### src/rtl/ifetch_stage.sv
// Instruction fetch stage: PC, credit-limited imem requests, response FIFO.
// Optional perf counters enabled by defining IFETCH_PERF_CNT_EN.
module ifetch_stage #(
  parameter int unsigned PC_W = 64,
  parameter logic [PC_W-1:0] RESET_PC = PC_W'(64'h0000_0000_8000_0000),
  parameter int unsigned FIFO_DEPTH = 2
) (
  input  logic            clk,
  input  logic            rst,
  output logic            imem_req_valid,
  input  logic            imem_req_ready,
  output logic [PC_W-1:0] imem_req_addr,
  input  logic            imem_rsp_valid,
  input  logic [31:0]     imem_rsp_data,
  input  logic            imem_rsp_err,
  input  logic            redirect_valid,
  input  logic [PC_W-1:0] redirect_pc,
  output logic            id_valid,
  input  logic            id_ready,
  output logic [31:0]     id_inst,
  output logic [PC_W-1:0] id_pc,
  output logic            id_fault
`ifdef IFETCH_PERF_CNT_EN
  ,
  output logic [63:0]     perf_fetch_cnt,
  output logic [63:0]     perf_stall_cnt
`endif
);

  localparam int unsigned AW = $clog2(FIFO_DEPTH);
  localparam int unsigned CW = AW + 1;
  localparam logic [31:0] NOP = 32'h0000_0013;
  localparam logic [CW:0] DEPTH_L = (CW+1)'(FIFO_DEPTH);

  logic [PC_W-1:0] pc_q, pc_d;
  logic [PC_W-1:0] last_pc_q, last_pc_d;
  logic [CW-1:0]   infl_q, infl_d;
  logic [CW-1:0]   drop_q, drop_d;
  logic [CW-1:0]   cnt_q, cnt_d;
  logic [AW-1:0]   wr_q, wr_d;
  logic [AW-1:0]   rd_q, rd_d;
  logic [AW-1:0]   pwr_q, pwr_d;
  logic [AW-1:0]   prd_q, prd_d;

  logic [31:0]     inst_mem [FIFO_DEPTH];
  logic [PC_W-1:0] pc_mem   [FIFO_DEPTH];
  logic            flt_mem  [FIFO_DEPTH];
  logic [PC_W-1:0] pcq_mem  [FIFO_DEPTH];

  logic            acc;
  logic            push;
  logic            pop;
  logic [CW:0]     used;

  always_comb begin
    used = {1'b0, infl_q} + {1'b0, cnt_q};
    imem_req_valid = (used < DEPTH_L) && !redirect_valid && !rst;
    imem_req_addr = pc_q;
    acc  = imem_req_valid && imem_req_ready;
    push = imem_rsp_valid && (drop_q == '0) && !redirect_valid;
    id_valid = (cnt_q != '0);
    pop  = id_valid && id_ready && !redirect_valid;
    id_inst  = id_valid ? inst_mem[rd_q] : NOP;
    id_fault = id_valid && flt_mem[rd_q];
    id_pc    = id_valid ? pc_mem[rd_q] : last_pc_q;
  end

  always_comb begin
    pc_d      = pc_q;
    last_pc_d = id_pc;
    infl_d    = infl_q + CW'(acc) - CW'(imem_rsp_valid);
    drop_d    = drop_q;
    cnt_d     = cnt_q + CW'(push) - CW'(pop);
    wr_d      = wr_q + AW'(push);
    rd_d      = rd_q + AW'(pop);
    pwr_d     = pwr_q + AW'(acc);
    prd_d     = prd_q + AW'(push);
    if (acc) pc_d = pc_q + PC_W'(4);
    if (imem_rsp_valid && (drop_q != '0)) drop_d = drop_q - CW'(1);
    if (redirect_valid) begin
      pc_d   = redirect_pc & ~PC_W'(3);
      // inflight already counts requests that are pending a drop
      drop_d = infl_q - CW'(imem_rsp_valid);
      cnt_d  = '0;
      wr_d   = '0;
      rd_d   = '0;
      pwr_d  = '0;
      prd_d  = '0;
    end
  end

  always_ff @(posedge clk or posedge rst) begin
    if (rst) begin
      pc_q      <= RESET_PC;
      last_pc_q <= '0;
      infl_q    <= '0;
      drop_q    <= '0;
      cnt_q     <= '0;
      wr_q      <= '0;
      rd_q      <= '0;
      pwr_q     <= '0;
      prd_q     <= '0;
    end else begin
      pc_q      <= pc_d;
      last_pc_q <= last_pc_d;
      infl_q    <= infl_d;
      drop_q    <= drop_d;
      cnt_q     <= cnt_d;
      wr_q      <= wr_d;
      rd_q      <= rd_d;
      pwr_q     <= pwr_d;
      prd_q     <= prd_d;
    end
  end

  always_ff @(posedge clk) begin
    if (push) begin
      inst_mem[wr_q] <= imem_rsp_err ? NOP : imem_rsp_data;
      pc_mem[wr_q]   <= pcq_mem[prd_q];
      flt_mem[wr_q]  <= imem_rsp_err;
    end
    if (acc) pcq_mem[pwr_q] <= pc_q;
  end

  always_ff @(posedge clk) begin
    if (!rst) assert (!(push && (cnt_q == CW'(FIFO_DEPTH))));
  end

`ifdef IFETCH_PERF_CNT_EN
  logic [63:0] fetch_cnt_q, fetch_cnt_d;
  logic [63:0] stall_cnt_q, stall_cnt_d;

  always_comb begin
    fetch_cnt_d = fetch_cnt_q + 64'(pop);
    stall_cnt_d = stall_cnt_q
                + 64'(id_ready && !id_valid && !redirect_valid);
  end

  always_ff @(posedge clk or posedge rst) begin
    if (rst) begin
      fetch_cnt_q <= '0;
      stall_cnt_q <= '0;
    end else begin
      fetch_cnt_q <= fetch_cnt_d;
      stall_cnt_q <= stall_cnt_d;
    end
  end

  assign perf_fetch_cnt = fetch_cnt_q;
  assign perf_stall_cnt = stall_cnt_q;
`endif

endmodule

### config.mk
export PLATFORM = sky130hd
export DESIGN_NAME = ifetch_stage
export DESIGN_NICKNAME = d
export VERILOG_FILES = /design/src/rtl/ifetch_stage.sv
export SDC_FILE = /design/constraint.sdc
export NUM_CORES = 1
export LEC_CHECK = 0
export CAP_MARGIN = 0
export CORE_MARGIN = 2
export CORE_UTILIZATION = 56
export CTS_BUF_LIST = sky130_fd_sc_hd__clkbuf_8
export DETAILED_ROUTE_END_ITERATION = 7
export PLACE_DENSITY_LB_ADDON = 0.12
export SLEW_MARGIN = 25
export SYNTH_ARGS = -nofsm -noshare
export SYNTH_HDL_FRONTEND = slang
export SYNTH_SLANG_ARGS = --single-unit
### constraint.sdc
create_clock -name clk -period 5.11 [get_ports clk]
set_clock_uncertainty 0.1 [all_clocks]
set_input_delay 0.7665 -clock clk [delete_from_list [all_inputs] [get_ports clk]]
set_output_delay 0.7665 -clock clk [all_outputs]
set_load 0.05 [all_outputs]
# --- Word level (Yosys, flattened, before mapping) ---
# Memories as Yosys holds them, arrays and structs flattened.
# Cells that the tools add are included.
totals:
  ff_bits: 138
  mem_count: 4
  word_cells: 58
  mem_bits_rw: 322
  input_bits: 103
  output_inout_bits: 163
mem_list:
  columns: ["memory", "words", "width", "read_ports", "rd_clocked_by_memory_dff", "wr", "line", "text"]
  rows:
  - ["pc_mem", 2, 64, 1, 0, 1, "46", "logic [PC_W-1:0] pc_mem [FIFO_DEPTH];"]
  - ["pcq_mem", 2, 64, 1, 0, 1, "48", "logic [PC_W-1:0] pcq_mem [FIFO_DEPTH];"]
  - ["inst_mem", 2, 32, 1, 0, 1, "45", "logic [31:0] inst_mem [FIFO_DEPTH];"]
  - ["flt_mem", 2, 1, 1, 0, 1, "47", "logic flt_mem [FIFO_DEPTH];"]
classes:
  n_reduce_logical: 16
  n_lt_le_gt_ge: 1
  mux: 16
  n_addsub: 12
op_table:
  columns: ["cell", "n"]
  rows:
  - ["$mux 64", 3]
  - ["$add 64x3->64 const B", 1]
  - ["$mux 32", 2]
  - ["$logic_and 1x1->1", 9]
  - ["$mux 1", 8]
  - ["$reduce_bool 2->1", 4]
  - ["$mux 2", 3]
  - ["$sub 2x1->2", 3]
  - ["$add 1x1->1", 4]
  - ["$add 2x1->2", 2]
  - ["$add 2x2->3", 1]
  - ["$lt 3x2->1 const B", 1]
  - ["$logic_not 1->1", 2]
  - ["$logic_not 2->1", 1]
  - ["$sub 2x1->2 const B", 1]

# --- Depth between registers and ports, before layout ---
# Gate-level depths: netlist of the first run.
logic_depth:
  ltp_word: 7
  depth_mapped: 11

# --- Worst setup path after synthesis of the first run ---
# No wires, ideal clock.
synth_timing:
  kind: "reg-to-reg"
  from: "register infl_q[0]"
  to: "memory pcq_mem[1][10] (enable)"
  t_arrival_ns: 5.050
  stages_incl_launch_ff: 7
  setup_slack_ns: -0.467
  cell_sequence: "dfrtp_1 and2_1 fa_1 nor4_1 nand2_1 clkinv_1 ha_1"
synth_via:
  elab_chain_len: 7
synth_rtl:
  columns: ["element", "line", "text"]
  rows:
  - ["start, declared", "37", "logic [CW-1:0] infl_q, infl_d;"]
  - ["start signal, assigned", "106", "infl_q <= infl_d;"]
  - ["$add 2x2->3", "56", "used = {1'b0, infl_q} + {1'b0, cnt_q};"]
  - ["$lt 3x2->1", "57", "imem_req_valid = (used < DEPTH_L) && !redirect_valid && !rst;"]
  - ["$logic_and 1x1->1 (2 in a row)", "57", null]
  - ["named net imem_req_valid", "10", "output logic imem_req_valid,"]
  - ["$logic_and 1x1->1", "59", "acc = imem_req_valid && imem_req_ready;"]
  - ["$mux 1", "122", "if (acc) pcq_mem[pwr_q] <= pc_q;"]
  - ["$mux 1 (implied by the code)", "122", null]
  - ["end, declared", "48", null]
# The timed path passes the listed nets, and every way through them passes these cells.

# --- Worst setup path after layout of the first run ---
layout_timing:
  from: "register rd_q"
  to: "output id_pc[22]"
layout_via:
  elab_chain_len: 2
layout_rtl:
  columns: ["element", "line", "text"]
  rows:
  - ["start, declared", "41", "logic [AW-1:0] rd_q, rd_d;"]
  - ["start signal, assigned", "110", "rd_q <= rd_d;"]
  - ["$mem_v2 2x64", null, null]
  - ["$mux 64", "65", "id_pc = id_valid ? pc_mem[rd_q] : last_pc_q;"]
  - ["end, declared", "21", "output logic [PC_W-1:0] id_pc,"]
# Every way passes these cells.

==> results of run 1 <==
## worst register-to-register path: stages, from the launching register on
cell and delay (ns):
dfrtp_1 0.42, and2_1 0.17, fa_1 0.52, or4b_1 0.78, nor4_4 0.52, nand4_1 0.52
or3_1 0.51, a31oi_1 0.17
## cell type report
type / count / area share
clock buffers: 87 / 0.05296
repair buffers: 282 / 0.1240
multi-input cells: 744 / 0.2208
clock inverters: 43 / 0.008909
well taps: 402 / 0.02225
flip-flops and latches: 450 / 0.5678
inverters: 18 / 0.003320
## sequential cells by signal, summed over array words and instances (netlist names)
signal         flops
last_pc_q         64
pc_mem           124
infl_q             2
inst_mem          64
flt_mem            2
pcq_mem          124
drop_q             2
cnt_q              2
imem_req_addr     62
pwr_q              1
prd_q              1
rd_q               1
wr_q               1
## path summary, 6_finish.rpt
kind / endpoint / startpoint / slack (ns) / cells after the start
max: id_pc[22] / rd_q / 0.93 / 4
min: last_pc_q[0] / last_pc_q[0] / 0.38 / 1
max reg2reg: imem_req_addr[45] / cnt_q[0] / 1.32 / 7
min reg2reg: last_pc_q[0] / last_pc_q[0] / 0.38 / 1
max in group asynchronous: last_pc_q[7] / rst / 3.15 / 3
min in group asynchronous: last_pc_q[22] / rst / 0.77 / 2
## logic make-up after synthesis
group / count (synthesis)
buffers and inverters: 76
other: 1
AND/OR/NAND/NOR: 380
AO/OA/AOI/OAI: 152
XOR/XNOR: 35
flip-flops: 450
adder cells (fa/ha/maj): 12
multiplexers: 163
## where the power goes
group | internal, mW | switching (mW) | total, mW | leakage [nW]
combinational | 1.23 | 2.53 | 3.76 | 2.71
sequential | 4.44 | 0.312 | 4.75 | 4.51
clock | 1.55 | 1.36 | 2.92 | 0.815
## cells in the final DEF, fill, tap and decap left out, types with 6 or more instances in the layout
cell type | netlist | final
edfxtp_1 | 314 | 314
clkdlybuf4s50_1 | 0 | 260
nand2_1 | 139 | 139
dfrtp_1 | 135 | 133
o21ai_0 | 102 | 102
mux2i_1 | 97 | 97
clkbuf_8 | 0 | 87
nor2_1 | 71 | 70
mux2_2 | 66 | 66
inv_1 | 16 | 40
nand4_1 | 34 | 34
nor2b_1 | 33 | 33
nand3_1 | 31 | 31
xor2_1 | 18 | 18
buf_4 | 2 | 18
xnor2_1 | 17 | 17
a31oi_1 | 15 | 15
or3_1 | 11 | 11
clkinv_1 | 2 | 11
nor3_1 | 12 | 11
o211ai_1 | 9 | 9
o311ai_0 | 9 | 9
or4_1 | 8 | 8
ha_1 | 11 | 7
nor4_1 | 7 | 6
and3_1 | 6 | 6
and2_1 | 6 | 6
## per-layer routing
metal,GRT usage,up-vias
met4,0.09024,0
met5,0,-
met3,0.05091,79
li1,-,5308
met2,0.4124,394
met1,0.3337,5597
==> impl_results.md, run 1 <==
* Worst-path clk slew at 0.06 ns
* Drt total wl at 41,320 um
* # placed instances at 1,896
* Maxcap violations at 0
* Vias at 11,378
* Register Area at 0.01284 mm2
* Die Wd at 183.6 um
* Io pins at 266
* Post-Synth Adder-Cell Area at 0.008725
* Rel. slew slack at 0.3294
* Req. time, crit path at 4.24 ns
* Yosys top cell area share at 0.5218
* Final setup violation count at 0
* Synthesized area at 0.01807 mm2
* Gp weighted congestion at 0.8389
* Rows at 65
* CTS Sinks at 450
* Port bufs at 261
* Synthesis-stage register bit count at 450
* Worst Path Buf+Inv at 2
* Drt initial violations at 733
* DR WL/cell at 20.40 um
* Uppermost layer routed: met4
* Cell family with most CP delay: buffers and inverters
* Worst vdd ir at 0.3572 mV
* CTS Hold Bufs at 0
* First drt pass iteration count at 5
* GRT Total Usage at 0.2504
* Grt total ovfl at 0
* Post-layout min period at 4.184 ns
* Worst Setup Path Type: reg -> out
* Fin cells at 2,026
* CP cell instances: buf_4 -> mux2i_1 -> o21ai_0 -> clkdlybuf4s50_1
* CTS max path bufs at 3
* Core footprint at 0.03164 mm2
* Nets at 1,682
* Synth warnings at 0
* RSZ-0062 raised after global routing: no
* Crit path DAT at 3.32 ns
* Final hold viol count at 0
* Crit-path slowest cell: dfrtp_4
* First-pass GRT wire length at 64,200 um
* Mux share of post-synthesis cell area at 0.09487
* Vias in the first global route at 11,680
* Pins Over Slew Limit at 0
* DRT antenna net count at 0
* Post-route cell area at 0.02261 mm2
* Final worst-path cycle share at 0.8187
* Multi-input logic area at 0.004992 mm2
* Worst-margin pin slew at 1.006 ns
* Die H at 183.6 um
* Setup TNS at 0 ns
* # fillers at 2,207
* Setup Slack @ Placement at 1.140 ns
* Antenna violations before repair at 0
* Post-synthesis cell type count at 52
* Max Freq at 0.2390 GHz
* CP peak stage delay at 1.07 ns
* PostCTS Resize Cnt at 0
* Status: complete, no violations
* Number of flops mapped to enable cells by yosys at 314
* Total power at 11.42 mW
* Layout area overhead at 25.14%
* Cells after Synth at 1,269
* Top cells by area, synth: edfxtp_1, dfrtp_1, mux2i_1
* Most numerous cell in the Yosys netlist: edfxtp_1
* Met2 routed WL at 20,220 um
* HP Class: reg -> reg
* Startpoint Class: flop
* Post-Synth XOR/XNOR Area at 0.01697
* Clk Tree Root Cell: clkbuf_8
* # DRC at 0
* Antenna diodes at 0
* Synth area leader: edfxtp_1
* CTS Buf Count at 71
* CP endpoint kind: primary output
* Post-CTS Setup Repair Bufs at 0
* Post-synthesis compound-gate area fraction at 0.04861
* H-tree lvl count at 3
* Top flip-flop cell by instance count after synthesis: edfxtp_1
* Post-synthesis sequential area ratio at 0.7103
* Worst skew pair latency at 0.60 ns
* Starting Density at 0.5711
* Syn avg cell area at 14.24 um2
* Placed cell areas at 0.02120 mm2
* Met3 wire len at 2550 um
* Max FO, Critical Path at 49
* Post-synth ARST share at 0.3022
* Worst hold slack at 0.3803 ns
* Share of cells above drive strength 1 at 0.1275
* Cell Pwr Density at 505.3 mW/mm2
* CTS tree: built
* Via density at 5.616
* Lkg Pwr at 8.042 nW
* Largest net degree at the start of global routing at 120
* Utilization after layout at 0.7147
* Routed length on met1 at 17,470 um
* Simple-Gate Fraction of Synth Area at 0.1040
* Die area at 0.03372 mm2
* Main combinational cell family by area after synthesis: simple AND/OR/NAND/NOR gates
* Final worst slack at 0.9263 ns
* Commonest cells in the netlist: edfxtp_1, nand2_1, dfrtp_1, o21ai_0, mux2i_1
* Half-perimeter wire length after placement at 26,430 um
Power figures use the tool's default switching activity.
==> run 2, diff against run 1 <==
- CORE_UTILIZATION: 56 -> 51
- clock period: 5.11 -> 3.5 ns (I/O delays scaled with it)
==> run 2 against run 1 <==
- final cell count up 3.9%
- global-route usage down 1.9 points
- total power up 45%
- sequential share of layout area down 0.63 points
- sequential cell count unchanged
- register-to-register slack worse by 1.1 ns
- critical endpoint is now id_inst[11]
- via count about the same
- combinational power up 46%
- clock-buffer cell count down 5
- cell area up 1.1%
- non-clock buffer count up 23
- critical path type unchanged
- die area up 9.6%
==> impl_results.md, run 2 (same netlist as run 1, synthesis figures left out) <==
* Status: complete, no violations
* CP cell instances: buf_12 -> buf_12 -> mux2i_1 -> nor2_1 -> clkdlybuf4s50_1
* CP peak stage delay at 0.81 ns (-0.26 ns)
* Nets at 1,708 (+1.5%)
* DRT antenna net count at 0 (unchanged)
* H-tree lvl count at 3 (unchanged)
* Worst skew pair latency at 0.58 ns (-0.02 ns)
* R2R Setup Slk at 0.25 ns (-1.07 ns)
* Max Freq at 0.3027 GHz
* Grt total ovfl at 0 (unchanged)
* First drt pass iteration count at 5 (unchanged)
* GRT Total Usage at 0.2319 (-0.01853)
* M3 GR Usage at 0.05226 (+0.001345)
* Worst hold slack at 0.2548 ns (-0.1255 ns)
* Core footprint at 0.03471 mm2 (+9.7%)
* Most frequent cells in the layout: edfxtp_1, clkdlybuf4s50_1, nand2_1
* # DRC at 0 (unchanged)
* Worst Setup Path Type: reg -> out
* Maxcap violations at 0 (unchanged)
* First-pass GRT wire length at 64,130 um (-0.12%)
* Die H at 192.2 um (+4.7%)
* Startpoint Class: flop
* CP dominant cell by count: buf_12
* Rel. slew slack at 0.3907 (+0.06135)
* Via density at 5.407 (-3.7%)
* CTS tree: built
* CTS Buf Count at 74 (+4.2%)
* Worst vdd ir at 0.7048 mV (+97%)
* Utilization after layout at 0.6587 (-0.05603)
* Die Wd at 192.2 um (+4.7%)
* RSZ-0062 raised after global routing: no
* Final worst-path cycle share at 0.9439
* Worst-margin pin slew at 0.9070 ns (-0.09900 ns)
* Layout area overhead at 26.54%
* Final worst slack at 0.1965 ns (-0.7298 ns)
* Lkg Pwr at 8.357 nW (+3.9%)
* GRT met1 Usage at 0.3042 (-0.02953)
* Io pins at 266 (unchanged)
* GR Util met2 at 0.3820 (-0.03039)
* Die area at 0.03695 mm2 (+9.6%)
* Final hold viol count at 0 (unchanged)
* Cell Pwr Density at 722.6 mW/mm2 (+43%)
* Cell family with most CP delay: buffers and inverters
* DR WL/cell at 20.02 um (-1.9%)
* Starting Density at 0.5205 (-0.05062)
* Worst-path clk slew at 0.06 ns (about the same)
* Most Crowded Layer GR: met2
* Share of cells above drive strength 1 at 0.1570 (+0.02951)
* Setup Slack @ Placement at 0.1390 ns (-1.001 ns)
* Crit-path slowest cell: clkdlybuf4s50_1
* Post-layout min period at 3.303 ns
* Largest net degree at the start of global routing at 80 (-33%)
* Drt initial violations at 739 (+0.82%)
* CTS max path bufs at 3 (unchanged)
* Antenna diodes at 0 (unchanged)
* Crit path DAT at 2.68 ns (-0.64 ns)
* Gp weighted congestion at 0.8468 (+0.94%)
* Pins Over Slew Limit at 0 (unchanged)
* Most common cell after layout, fill and taps aside: edfxtp_1
* Worst Path Buf+Inv at 3 (+1)
* Half-perimeter wire length after placement at 27,690 um (+4.8%)
* Drt total wl at 42,140 um (+2.0%)
* Vias in the first global route at 11,410 (-2.3%)
* HP Class: in -> async
* Post-route cell area at 0.02286 mm2 (+1.1%)
* Port bufs at 261 (unchanged)
* Top flop regs: pc_mem: 124 flops, pcq_mem: 124 flops
* Rows at 68 (+4.6%)
* Clk Tree Root Cell: clkbuf_8
* Req. time, crit path at 2.87 ns (-1.37 ns)
* CP endpoint kind: primary output
* Antenna violations before repair at 0 (unchanged)
* Placed cell areas at 0.02148 mm2 (+1.3%)
* Final setup violation count at 0 (unchanged)
* Vias at 11,381 (+0.026%)
* CTS Sinks at 450 (unchanged)
* Max FO, Critical Path at 18 (-63%)
-- run 2: cell types whose count changed in the layout (fill, tap and decap cells not counted), moves of 6 or more --
cell / change
clkinv_1: +6
buf_12: +11
clkdlybuf4s50_1: -65
buf_4: +47
dlygate4sd2_1: +23
dlymetal6s2s_1: +6
-- run 2: layout make-up --
type	instances	area (um2)
Tap cell	455	569.3
Clock inverter	51	234.0
Sequential cell	450	12840
Clock buffer	82	1129
Multi-Input combinational cell	744	4994
Fill cell	2618	11850
Inverter	18	71.32
Timing Repair Buffer	305	3029
-- run 2: where the power goes --
part	leakage (nW)	total (mW)	internal, mW	switching [mW]
combinational	3.05	5.48	1.70	3.78
sequential	4.51	6.86	6.48	0.378
clock	0.798	4.19	2.22	1.97
-- run 2: through the flow --
step / instances / setup TNS [ns] / total power [mW]
6_report: 2105 / 0 / 16.52
5_1_grt: 2105 / 0 / 17.28
4_1_cts: 2105 / 0 / 16.72
3_5_place_dp: 1971 / 0 / 12.59
3_3_place_gp: 1971 / 0 / 12.49
2_1_floorplan: 1270 / -79.68 / 10.59
-- run 2: timing repair --
action | CTS | global route
setup endpoints to repair | 29 | 8
gates resized for setup | 23 | 7
setup buffers | 1 | 0
hold buffers | 0 | 0
-- run 2: layer usage --
layer  routed length [um]  vias to the layer above
li1                     -                     5368
met1                17750                     5577
met2                20350                      371
met3                 3003                       65
met4                 1042                        0
met5                    0                        -
-- run 2: final timing paths --
kind                               startpoint                 to  cells past startpoint
worst max-delay path                     rd_q        id_inst[11]                      5
worst max register to register       cnt_q[0]  imem_req_addr[60]                      7
max in group asynchronous                 rst               rd_q                      3
worst min-delay path                      rst          infl_q[0]                      2
worst min register to register  last_pc_q[52]      last_pc_q[52]                      2
min in group clk                last_pc_q[52]      last_pc_q[52]                      2
==> run 3, diff against run 2 <==
- CAP_MARGIN: 0 -> 20
- CORE_UTILIZATION: 51 -> 35
==> run 3 against run 2 <==
- core utilization fell by 20 points
- hold slack got worse by 0.056 ns
- global-route usage fell by 5.4 points
- worst setup slack got worse by 0.11 ns
- wire length rose by 12%
- die area rose by 45%
- critical endpoint is now id_pc[0]
- highest routed layer is now met5
- combinational power rose by 2%
- sequential power barely moved
- largest power group unchanged
==> impl_results.md, run 3 (same netlist as run 1, synthesis figures left out) <==
* Worst-path clk slew at 0.06 ns (about the same)
* Final hold viol count at 0 (unchanged)
* RSZ-0062 raised after global routing: no
* H-tree lvl count at 3 (unchanged)
* CTS Buf Count at 78 (+5.4%)
* Largest net degree at the start of global routing at 64 (-20%)
* Crit path DAT at 2.79 ns (+0.11 ns)
* Post-route cell area at 0.02328 mm2 (+1.8%)
* Final setup violation count at 0 (unchanged)
* Cell Pwr Density at 721.0 mW/mm2 (-0.23%)
* Clk Tree Root Cell: clkbuf_8
* Half-perimeter wire length after placement at 31,650 um (+14%)
* Core footprint at 0.05120 mm2 (+47%)
* Max Freq at 0.2931 GHz (-3.2%)
* Pins Over Slew Limit at 0 (unchanged)
* Port bufs at 261 (unchanged)
* Uppermost layer routed: met5
* Most frequent cells in the layout: edfxtp_1, clkdlybuf4s50_1, nand2_1
* Met3 wire len at 2492 um (-17%)
* Post-layout min period at 3.412 ns (+0.1083 ns)
* Grt total ovfl at 0 (unchanged)
* Die H at 231.2 um (+20%)
* Lkg Pwr at 8.540 nW (+2.2%)
* Die area at 0.05346 mm2 (+45%)
* First-pass GRT wire length at 71,580 um (+12%)
* Rows at 83 (+22%)
* Maxcap violations at 0 (unchanged)
* Io pins at 266 (unchanged)
* Startpoint Class: flop
* CP endpoint kind: primary output
* Final worst-path cycle share at 0.9748 (+0.03095)
* Antenna violations before repair at 2 (+2)
* Register Area at 0.01284 mm2 (unchanged)
* # fillers at 4,633 (+77%)
* DR WL/cell at 20.12 um (+0.49%)
* Worst hold slack at 0.1985 ns (-0.05633 ns)
* First drt pass iteration count at 5 (unchanged)
* Placed cell areas at 0.02182 mm2 (+1.6%)
* Status: complete, no violations
* Met2 routed WL at 22,420 um (+10%)
* Multi-input logic area at 0.005007 mm2 (+0.28%)
* Nets at 1,722 (+0.82%)
* Share of cells above drive strength 1 at 0.1634 (+0.006406)
* Req. time, crit path at 2.87 ns (about the same)
* Worst skew pair latency at 0.65 ns (+0.07 ns)
* CTS tree: built
* Layout area overhead at 28.87%
* Worst vdd ir at 0.2705 mV (-62%)
* CTS Hold Bufs at 0 (unchanged)
* CTS Sinks at 450 (unchanged)
* DRT antenna net count at 0 (unchanged)
* CTS max path bufs at 3 (unchanged)
* Most common cell after layout, fill and taps aside: edfxtp_1
* Routed length on met1 at 21,380 um (+20%)
* Worst Setup Path Type: reg -> out
* HP Class: in -> async
* Drt total wl at 47,320 um (+12%)
* GRT Total Usage at 0.1781 (-0.05374)
* Drt initial violations at 554 (-25%)
* Via density at 4.914 (-9.1%)
* Top flop regs: pc_mem: 124 flops, pcq_mem: 124 flops
* Vias in the first global route at 11,670 (+2.3%)
* Final worst slack at 0.08819 ns (-0.1083 ns)
* Rel. slew slack at 0.3849 (-0.005827)
* Starting Density at 0.3529 (-0.1676)
* Gp weighted congestion at 0.8115 (-4.2%)
* Setup Slack @ Placement at 0.02592 ns (-0.1131 ns)
* Vias at 11,558 (+1.6%)
* Max FO, Critical Path at 58 (+40)
* Die Wd at 231.2 um (+20%)
* Worst-margin pin slew at 0.9156 ns (+0.008675 ns)
* # DRC at 0 (unchanged)
==> run 3: cell count changes in the layout (fill, tap and decap cells not counted), sizes merged, moves of 7 or more <==
| cell | before | now |
|---|---|---|
| inv | 45 | 59 |
| buf | 81 | 94 |
| clkdlybuf4s50 | 195 | 186 |
| dlygate4sd2 | 23 | 30 |
==> run 3: final timing paths <==
path	startpoint	end	slack, ns	cells after the start
min in group clk	redirect_pc[31]	imem_req_addr[31]	0.33	3
hold reg to reg	last_pc_q[19]	last_pc_q[19]	0.38	2
setup / recovery	cnt_q[1]	id_pc[0]	0.09	4
max in group asynchronous	rst	last_pc_q[4]	2.39	3
setup reg to reg	cnt_q[0]	imem_req_addr[60]	0.22	8
hold / removal	rst	infl_q[1]	0.20	2
==> run 3: stage by stage <==
stage               setup TNS (ns)  total power [mW]  std cells  utilization
finish                           0             16.79       2352       0.4548
global route                     0             17.64       2352       0.4548
floorplan                   -79.68             10.59       1270            -
CTS                              0             17.05       2346       0.4533
global placement                 0             12.63       2202       0.4262
detailed placement               0             12.69       2202       0.4262
==> run 3: area by class of cell <==
class | instances | area share
multi-input cells | 744 | 0.2150
repair buffers | 315 | 0.1327
inverters | 18 | 0.003063
clock inverters | 62 | 0.01268
diodes | 1 | 0.0001075
well taps | 680 | 0.03654
clock buffers | 82 | 0.04847
flip-flops and latches | 450 | 0.5514
==> run 3: critical path: stages (launching register included) <==
cell             delay, ns
dfrtp_1               0.45
nor2_4                0.31
buf_12                0.29
and2_1                0.20
clkdlybuf4s50_1       0.83
==> run 3: report_power, final <==
part,internal (mW),switching [mW]
clock network,2.20,2.15
logic,1.73,3.87
registers,6.48,0.355
total,10.4,6.38
==> run 3: metal layers <==
metal / GRT usage / vias to the layer above
met2: 0.2869 / 310
met3: 0.03814 / 79
li1: - / 5406
met1: 0.2391 / 5761
met5: 0 / -
met4: 0.06089 / 2
==> run 3: timing repair <==
action,4_1_cts,5_1_grt
endpoints found under the setup margin,30,13
setup buffers,0,5
gates resized for setup,30,5
pin swaps,0,1
